`config.mk`:
```
export PLATFORM = sky130hd
export DESIGN_NAME = bcd2bin_seq
export DESIGN_NICKNAME = d
export VERILOG_FILES = /design/src/rtl/bcd2bin_pkg.sv /design/src/rtl/bcd2bin_seq_digit_step.sv /design/src/rtl/bcd2bin_seq.sv
export SDC_FILE = /design/constraint.sdc
export NUM_CORES = 1
export LEC_CHECK = 0
export ABC_AREA = 0
export BUFFER_PORTS_ARGS = -buffer_cell sky130_fd_sc_hd__buf_4
export CORE_ASPECT_RATIO = 1.5
export CORE_MARGIN = 2
export CORE_UTILIZATION = 50
export DETAILED_ROUTE_END_ITERATION = 10
export GPL_ROUTABILITY_DRIVEN = 0
export PLACE_DENSITY = 0.82
export SLEW_MARGIN = 40
export SYNTH_ARGS = -nofsm -noshare
export SYNTH_HDL_FRONTEND = slang
export SYNTH_SLANG_ARGS = --single-unit
```
`constraint.sdc`:
```
create_clock -name clk -period 2.3 [get_ports clk]
set_clock_uncertainty 0.05 [all_clocks]
set_input_delay 0.23 -clock clk [delete_from_list [all_inputs] [get_ports clk]]
set_output_delay 0.23 -clock clk [all_outputs]
set_load 0.005 [all_outputs]
```
`src/rtl/bcd2bin_pkg.sv`:
```
// Shared definitions for the sequential BCD-to-binary converter.
package bcd2bin_pkg;

    typedef enum logic [1:0] {
        IDLE = 2'd0,
        CALC = 2'd1,
        DONE = 2'd2
    } state_t;

    localparam int BCD_DIGIT_MAX = 9;

    // Smallest output width able to hold 10^ndigits - 1.
    function automatic int min_out_nbits(input int ndigits);
        longint p;
        int     bits;
        p    = 1;
        bits = 0;
        for (int i = 0; i < ndigits; i++) begin
            p = p * 10;
        end
        while ((longint'(1) << bits) < p) begin
            bits++;
        end
        return bits;
    endfunction

endpackage

```
`src/rtl/bcd2bin_seq_digit_step.sv`:
```
// One Horner step: acc*10 + digit, with non-decimal digits replaced by 0.
module bcd_digit_step
    import bcd2bin_pkg::*;
#(
    parameter int OUT_NBITS = 10
) (
    input  logic [OUT_NBITS-1:0] acc,
    input  logic [3:0]           digit,
    output logic [OUT_NBITS-1:0] acc_next,
    output logic                 digit_err
);

    logic [3:0] digit_legal;

    // Multiply by ten as shift-and-add so no multiplier is inferred.
    always_comb begin
        digit_err   = (digit > 4'(BCD_DIGIT_MAX));
        digit_legal = digit_err ? 4'd0 : digit;
        acc_next    = (acc << 3) + (acc << 1) + OUT_NBITS'(digit_legal);
    end

endmodule

```
`src/rtl/bcd2bin_seq.sv`:
```
// Sequential BCD-to-binary converter, one digit per cycle, MS digit first.
//
//   state | meaning
//   IDLE  | ready for a new operand
//   CALC  | folding one digit per cycle into acc
//   DONE  | result presented, waiting for out_rdy
module bcd2bin_seq
    import bcd2bin_pkg::*;
#(
    parameter int NDIGITS   = 3,
    parameter int OUT_NBITS = 10
) (
    input  logic                   clk,
    input  logic                   reset,
    input  logic                   in_val,
    output logic                   in_rdy,
    input  logic [4*NDIGITS-1:0]   in_,
    output logic                   out_val,
    input  logic                   out_rdy,
    output logic [OUT_NBITS-1:0]   out,
    output logic                   out_err
);

    if (NDIGITS < 1 || NDIGITS > 4) begin : g_bad_ndigits
        $error("bcd2bin_seq: NDIGITS must be in 1..4");
    end
    if (OUT_NBITS < min_out_nbits(NDIGITS)) begin : g_bad_width
        $error("bcd2bin_seq: OUT_NBITS too small for NDIGITS");
    end

    localparam logic [1:0] LAST_CNT = 2'(NDIGITS - 1);

    state_t                 state, state_next;
    logic [4*NDIGITS-1:0]   opnd;
    logic [OUT_NBITS-1:0]   acc;
    logic [OUT_NBITS-1:0]   acc_next;
    logic [1:0]             count;
    logic                   err;
    logic                   digit_err;

    bcd_digit_step #(.OUT_NBITS(OUT_NBITS)) u_step (
        .acc       (acc),
        .digit     (opnd[4*NDIGITS-1 -: 4]),
        .acc_next  (acc_next),
        .digit_err (digit_err)
    );

    // State register.
    always_ff @(posedge clk) begin
        if (reset) state <= IDLE;
        else       state <= state_next;
    end

    // Next-state decode.
    always_comb begin
        state_next = state;
        case (state)
            IDLE:    if (in_val)             state_next = CALC;
            CALC:    if (count == LAST_CNT)  state_next = DONE;
            DONE:    if (out_rdy)            state_next = IDLE;
            default:                         state_next = IDLE;
        endcase
    end

    // Datapath: operand shifter, accumulator, digit count and sticky error.
    always_ff @(posedge clk) begin
        if (reset) begin
            opnd  <= '0;
            acc   <= '0;
            count <= '0;
            err   <= 1'b0;
        end else begin
            case (state)
                IDLE: if (in_val) begin
                    opnd  <= in_;
                    acc   <= '0;
                    count <= '0;
                    err   <= 1'b0;
                end
                CALC: begin
                    acc   <= acc_next;
                    err   <= err | digit_err;
                    opnd  <= opnd << 4;
                    count <= count + 2'd1;
                end
                default: ;
            endcase
        end
    end

    // Handshake and result outputs; forced low while reset is held.
    always_comb begin
        in_rdy  = 1'b0;
        out_val = 1'b0;
        out     = '0;
        out_err = 1'b0;
        if (!reset) begin
            in_rdy  = (state == IDLE);
            out_val = (state == DONE);
            if (state == DONE) begin
                out     = err ? '0 : acc;
                out_err = err;
            end
        end
    end

endmodule

```
==> results of run 1 <==
## worst max-delay path, stage by stage, from the launching register on
cell,delay (ps)
dfxtp_1,320
nor2_1,90
nand2_1,70
fa_1,480
inv_1,80
ha_4,240
a211oi_4,220
o21ai_1,130
a2111o_1,410
nand3_1,80
## layer usage
metal | vias up | part of all wire | global-route usage
li1 | 747 | - | -
met1 | 708 | 0.42 | 0.2503
met2 | 37 | 0.53 | 0.3860
met3 | 6 | 0.032 | 0.02410
met4 | 0 | 0.018 | 0.06907
met5 | - | 0 | 0
## worst min path at each step
stage,endpoint,slack [ps],startpoint,depth (start not counted)
floorplan,opnd[0]$_SDFFE_PP0P_,330,in_[0],2
global placement,opnd[11]$_SDFFE_PP0P_,410,opnd[7]$_SDFFE_PP0P_,2
finish,opnd[2]$_SDFFE_PP0P_,130,in_[2],3
global route,opnd[1]$_SDFFE_PP0P_,160,in_[1],3
CTS,opnd[2]$_SDFFE_PP0P_,140,in_[2],3
detailed placement,opnd[11]$_SDFFE_PP0P_,420,opnd[7]$_SDFFE_PP0P_,2
## cells in the final DEF, fill, tap and decap left out, types with 2 or more instances in the layout
master    Yosys  routed
a211oi_1      2       2
o21ai_1       0       2
nand2_1      21      21
a21oi_1       5       4
o21ai_0       8       6
nor4b_1       2       2
and2_1       11      11
nor2_1       29      29
or3_1         2       2
buf_4         1      35
xor2_1        2       2
a21o_1        2       2
a22oi_1       9       9
dfxtp_1      27      25
inv_1         8       8
nor3_1        6       6
nand3_1       7       7
dfxtp_2       0       2
ha_1         15      13
clkbuf_8      0       3
a311oi_1      8       8
and2b_1       2       2
## state kept, by name, summed over array words and instances, names as in the netlist
signal / cells
acc: 10
count: 2
opnd: 12
err: 1
state: 2
## metrics by stage
stage / power (mW) / worst slack [ps] / std cells
floorplan: 0.6354 / 49.18 / 195
global placement: 0.6795 / 3.763 / 260
detailed placement: 0.6860 / -53.10 / 260
CTS: 0.9511 / -14.91 / 264
global route: 0.9976 / 1.836 / 264
finish: 0.9540 / 83.87 / 264
## timing repair
item / in CTS / in global routing
setup endpoints to repair: 3 / 5
pin swaps: 3 / 5
resized for setup: 6 / 5
## power by group
group | internal, mW | switching (mW)
logic | 0.0760 | 0.0939
clock network | 0.124 | 0.146
registers | 0.493 | 0.0210
total | 0.693 | 0.261
## layout make-up
| type | instances | area [µm²] | share of cell area |
|---|---|---|---|
| clock buffer | 4 | 45.04 | 0.02284 |
| inverter | 8 | 30.03 | 0.01523 |
| multi-input combinational | 150 | 1041 | 0.5279 |
| sequential | 27 | 543.0 | 0.2754 |
| tap | 40 | 50.05 | 0.02538 |
| timing repair buffer | 35 | 262.8 | 0.1332 |
## kinds of logic (layout without fill, tap and decap cells)
family                   Yosys count  count (layout)
AND/OR/NAND/NOR                   86              86
AO/OA/AOI/OAI                     43              43
buffers and inverters             18              47
multiplexers                       1               1
XOR/XNOR                           3               3
flip-flops                        27              27
adder cells (fa/ha/maj)           17              17
==> results.yml, run 1 <==
outcome:
  outcome: "complete, no violations"
clocking:
  numCtsBuffers: 3
  cts_tree: "built"
  cts_sinks: 27
  clk_root_buffer_cell: "clkbuf_8"
  clkTransAtPathRegs_ps: 90
  cts_setup_buffers: 0
  clkLatencyLatePin_ps: 270
  clock_tree.buffer_depth: 2
  cts_hold_buf: 0
  htreeDepth: 1
pwr:
  p_leak_nw: 0.9038
  irDropWorstVdd_uv: 534.9
  powerDensity_nw_per_um2: 483.8
synth:
  synth_simple_gate_area_frac: 0.2521
  yosysSeqAreaShare: 0.3300
  synthTopCellsByArea: "dfxtp_1 33%, ha_1 11%, nor2_1 6.6%"
  avgSynthCellArea_um2: 8.399
  yosys.area_share.adder: 0.1390
  synth-xor-area-share: 0.02521
  synth-compound-area-share: 0.1910
  yosysUniqueCellTypes: 39
  synth_warnings: 0
  post-synth-top-count-cell: "nor2_1"
  synth_flop_cell: "dfxtp_1"
  async_flop_share: 0
  yosys.area.top_type_share: 0.3300
  synth_edf_count: 0
  synth_cells: 195
  synth_top_area_cell: "dfxtp_1"
  muxShareOfSynthArea: 0.006875
  synth_area_um2: 1638
  synth_nets: 228
  synth_top_cells_by_count: "29 x nor2_1, 27 x dfxtp_1, 21 x nand2_1, 15 x ha_1, 11 x and2_1"
  synth_top_family_by_area: "simple AND/OR/NAND/NOR gates"
  ys_ff_latch: 27
critical_path:
  rrSetupSlack_ps: 80
  reg2reg_from: "opnd[9]$_SDFFE_PP0P_"
  endpoint_kind: "flop"
  r2r_cells: 9
  worstSetupEndpoint: "acc[7]$_SDFFE_PP0P_"
  r2r_end: "acc[7]$_SDFFE_PP0P_"
  critPathLaunchType: "flop"
  criticalPathCategory: "reg2reg"
  arrival_ps: 2390
  critPathMaxFanout: 2
  cp.required_ps: 2470
  cp-startpoint: "opnd[9]$_SDFFE_PP0P_"
run:
  maxCapViolations: 0
grt:
  grt.overflow.total: 0
  grt_usage: 0.2090
  first_global_vias: 1370
  antenna_found_initial: 0
  grt_max_degree: 33
  grt_first_pass_wirelength_mm: 6.065
sta:
  final_max_slew_viol_count: 0
  worst_pin_slew_ps: 676.8
  max_slew_margin: 0.5485
  final.period_utilization: 0.9635
  timing.final.crit_period_ps: 2216
  finalHoldViolations: 0
  whs_ps: 131.8
  rsz0062_at_grt: "false"
  finalSetupTns_ps: 0
  finalSetupViolCount: 0
  clock.fmax_ghz: 0.4512
floorplan:
  fp.dieH_um: 74.10
  dieArea_um2: 3759
  start_util: 0.5236
  rows: 25
  pin_count: 29
  die_w_um: 50.73
  core_um2: 3128
detailed_routing:
  first_iter_violations: 43
  drc_errors: 0
  via_count: 1498
  wirelength_mm: 3.560
  routedWlPerCell_um: 13.48
  ant_nets: 0
  drt-vias-per-instance: 5.674
  firstDrtPassIters: 4
final_layout:
  drive_above_1_share: 0.2277
  diodes: 0
  utilization: 0.6304
  syn_to_final_growth_pct: 20.40
  final_cell_area_um2: 1972
  fillers: 288
  nets: 258
place:
  dpl-instance-area_um2: 1893
  port-buffer-count: 28
  hpwl_mm: 2.601
min_path:
  hold_class: "in2reg"
Power figures use the tool's default switching activity.
==> run 2: changes to the inputs <==
Settings changed: GPL_ROUTABILITY_DRIVEN 0 to default, PLACE_DENSITY 0.82 to 0.79.
==> results.yml, run 2 (same netlist as run 1, synthesis figures left out) <==
critical_path:
  path_delay_family: "adder cells"
  critPathLaunchType: "flop"
  slowest_stage: "fa_1"
  slowest_delay_ps: 500
  reg2reg_from: "opnd[9]$_SDFFE_PP0P_"
  rrSetupSlack_ps: 60
  endpoint_kind: "flop"
  r2r_cells: 9
  arrival_ps: 2390
  cp.required_ps: 2450
  criticalPathCategory: "reg2reg"
  cp.buffers_inverters: 1
  cp-startpoint: "opnd[9]$_SDFFE_PP0P_"
  critPathMaxFanout: 2
  crit_chain: "nor2_1, nand2_1, fa_1, inv_2, fa_2, a21o_1, a21oi_2, xor2_1, o32ai_1"
  r2r_end: "acc[6]$_SDFFE_PP0P_"
final_layout:
  syn_to_final_growth_pct: 22.84
  fillers: 287
  utilization: 0.6432
  nets: 261
  layout_common_cells: "38 x buf_4, 28 x nor2_1, 25 x dfxtp_1"
  top_regs: "opnd x12, acc x10"
  regArea_um2: 543.0
  final_common_cell: "buf_4"
  largest_reg_flops: 12
  multi_input_area_um2: 1057
  regMostFlops: "opnd"
  diodes: 0
  drive_above_1_share: 0.2555
run:
  maxCapViolations: 0
sta:
  rsz0062_at_grt: "true"
  finalSetupViolCount: 0
  max_slew_margin: 0.5515
  final.period_utilization: 0.9754
  clock.fmax_ghz: 0.4457
  worst_pin_slew_ps: 672.3
  final_max_slew_viol_count: 0
  finalHoldViolations: 0
  whs_ps: 127.6
  timing.final.crit_period_ps: 2243
grt:
  grt_usage: 0.2140
  grt_first_pass_wirelength_mm: 6.147
  grt_max_degree: 23
  first_global_vias: 1379
  grt.overflow.total: 0
  grtUsageMet2: 0.4079
  grt_use_met3: 0.01807
  met1_usage: 0.2487
  antenna_found_initial: 0
  top_usage_layer: "met2"
place:
  hpwl_mm: 2.691
  port-buffer-count: 28
  place_congestion: 0.8691
pwr:
  comb_power_share: 0.185
  p_int_uw: 695.3
  p_switching_uw: 277.5
  powerDensity_nw_per_um2: 483.5
  p_leak_nw: 0.9238
  clkPwrFrac: 0.288
  switching_share: 0.2853
  irDropWorstVdd_uv: 396.8
  seq_power_share: 0.527
min_path:
  min_from: "in_[3]"
  min_to: "opnd[3]$_SDFFE_PP0P_"
  hold_depth: 3
  hold_class: "in2reg"
detailed_routing:
  drt-vias-per-instance: 5.543
  drc_errors: 0
  first_iter_violations: 42
  firstDrtPassIters: 5
  routedWlPerCell_um: 13.91
  ant_nets: 0
  via_count: 1480
  wirelength_mm: 3.715
clocking:
  clkTransAtPathRegs_ps: 100
  cts_sinks: 27
  clkLatencyLatePin_ps: 280
  cts_tree: "built"
  clock_tree.buffer_depth: 2
  clk_root_buffer_cell: "clkbuf_8"
  htreeDepth: 1
  numCtsBuffers: 3
floorplan:
  die_w_um: 50.73
  pin_count: 29
  fp.dieH_um: 74.10
  start_util: 0.5236
  rows: 25
  dieArea_um2: 3759
  core_um2: 3128
outcome:
  outcome: "complete, no violations"
-- run 2: worst register-to-register path: cells and delay by family (launching register included) --
kind / cells / cell delay, ps
AND/OR/NAND/NOR: 2 / 190
XOR/XNOR: 1 / 90
buffers and inverters: 1 / 60
flip-flops: 1 / 330
AO/OA/AOI/OAI: 3 / 600
adder cells (fa/ha/maj): 2 / 840
-- run 2: worst max path at each step --
stage / slack [ps] / to / cells past startpoint
6_report: 60 / acc[6]$_SDFFE_PP0P_ / 9
5_1_grt: -80 / acc[6]$_SDFFE_PP0P_ / 9
4_1_cts: -9 / acc[6]$_SDFFE_PP0P_ / 9
3_5_place_dp: -20 / acc[8]$_SDFFE_PP0P_ / 8
3_3_place_gp: 30 / acc[7]$_SDFFE_PP0P_ / 9
2_1_floorplan: 50 / acc[7]$_SDFFE_PP0P_ / 9
-- run 2: routing by layer --
metal | vias up | share of wire | wire length, µm
li1 | 752 | - | -
met1 | 689 | 0.43 | 1611
met2 | 34 | 0.52 | 1940
met3 | 5 | 0.030 | 111
met4 | 0 | 0.014 | 52
met5 | - | 0 | 0
-- run 2: what timing repair did --
item,4_1_cts,5_1_grt
endpoints found under the setup margin,3,5
setup buffers,0,1
hold buffers,0,0
pin swaps,0,7
resized for setup,2,15
-- run 2: stage by stage --
stage	cells	area, µm²	setup TNS, ps	total power [mW]	setup WS [ps]
floorplan	195	1638	0	0.6354	49.18
global placement	262	1904	0	0.6856	25.14
detailed placement	262	1908	-46.75	0.6909	-22.44
CTS	266	1957	-23.14	0.9634	-8.899
global route	267	2012	-139.1	1.023	-78.92
finish	267	2012	0	0.9728	56.55
-- run 2: final cells by class --
| type | count | area share |
|---|---|---|
| tap | 40 | 0.02488 |
| inverter | 8 | 0.01493 |
| clock buffer | 3 | 0.02052 |
| sequential | 27 | 0.2699 |
| multi-input combinational | 150 | 0.5255 |
| timing repair buffer | 38 | 0.1418 |
| clock inverter | 1 | 0.002488 |
-- run 2: power groups by stage --
stage	clock, mW	combinational (mW)	sequential, mW
after floorplan	0	0.120	0.516
after global placement	0	0.165	0.520
after detailed placement	0	0.169	0.522
after CTS	0.282	0.170	0.512
after global routing	0.303	0.203	0.517
final	0.280	0.180	0.513
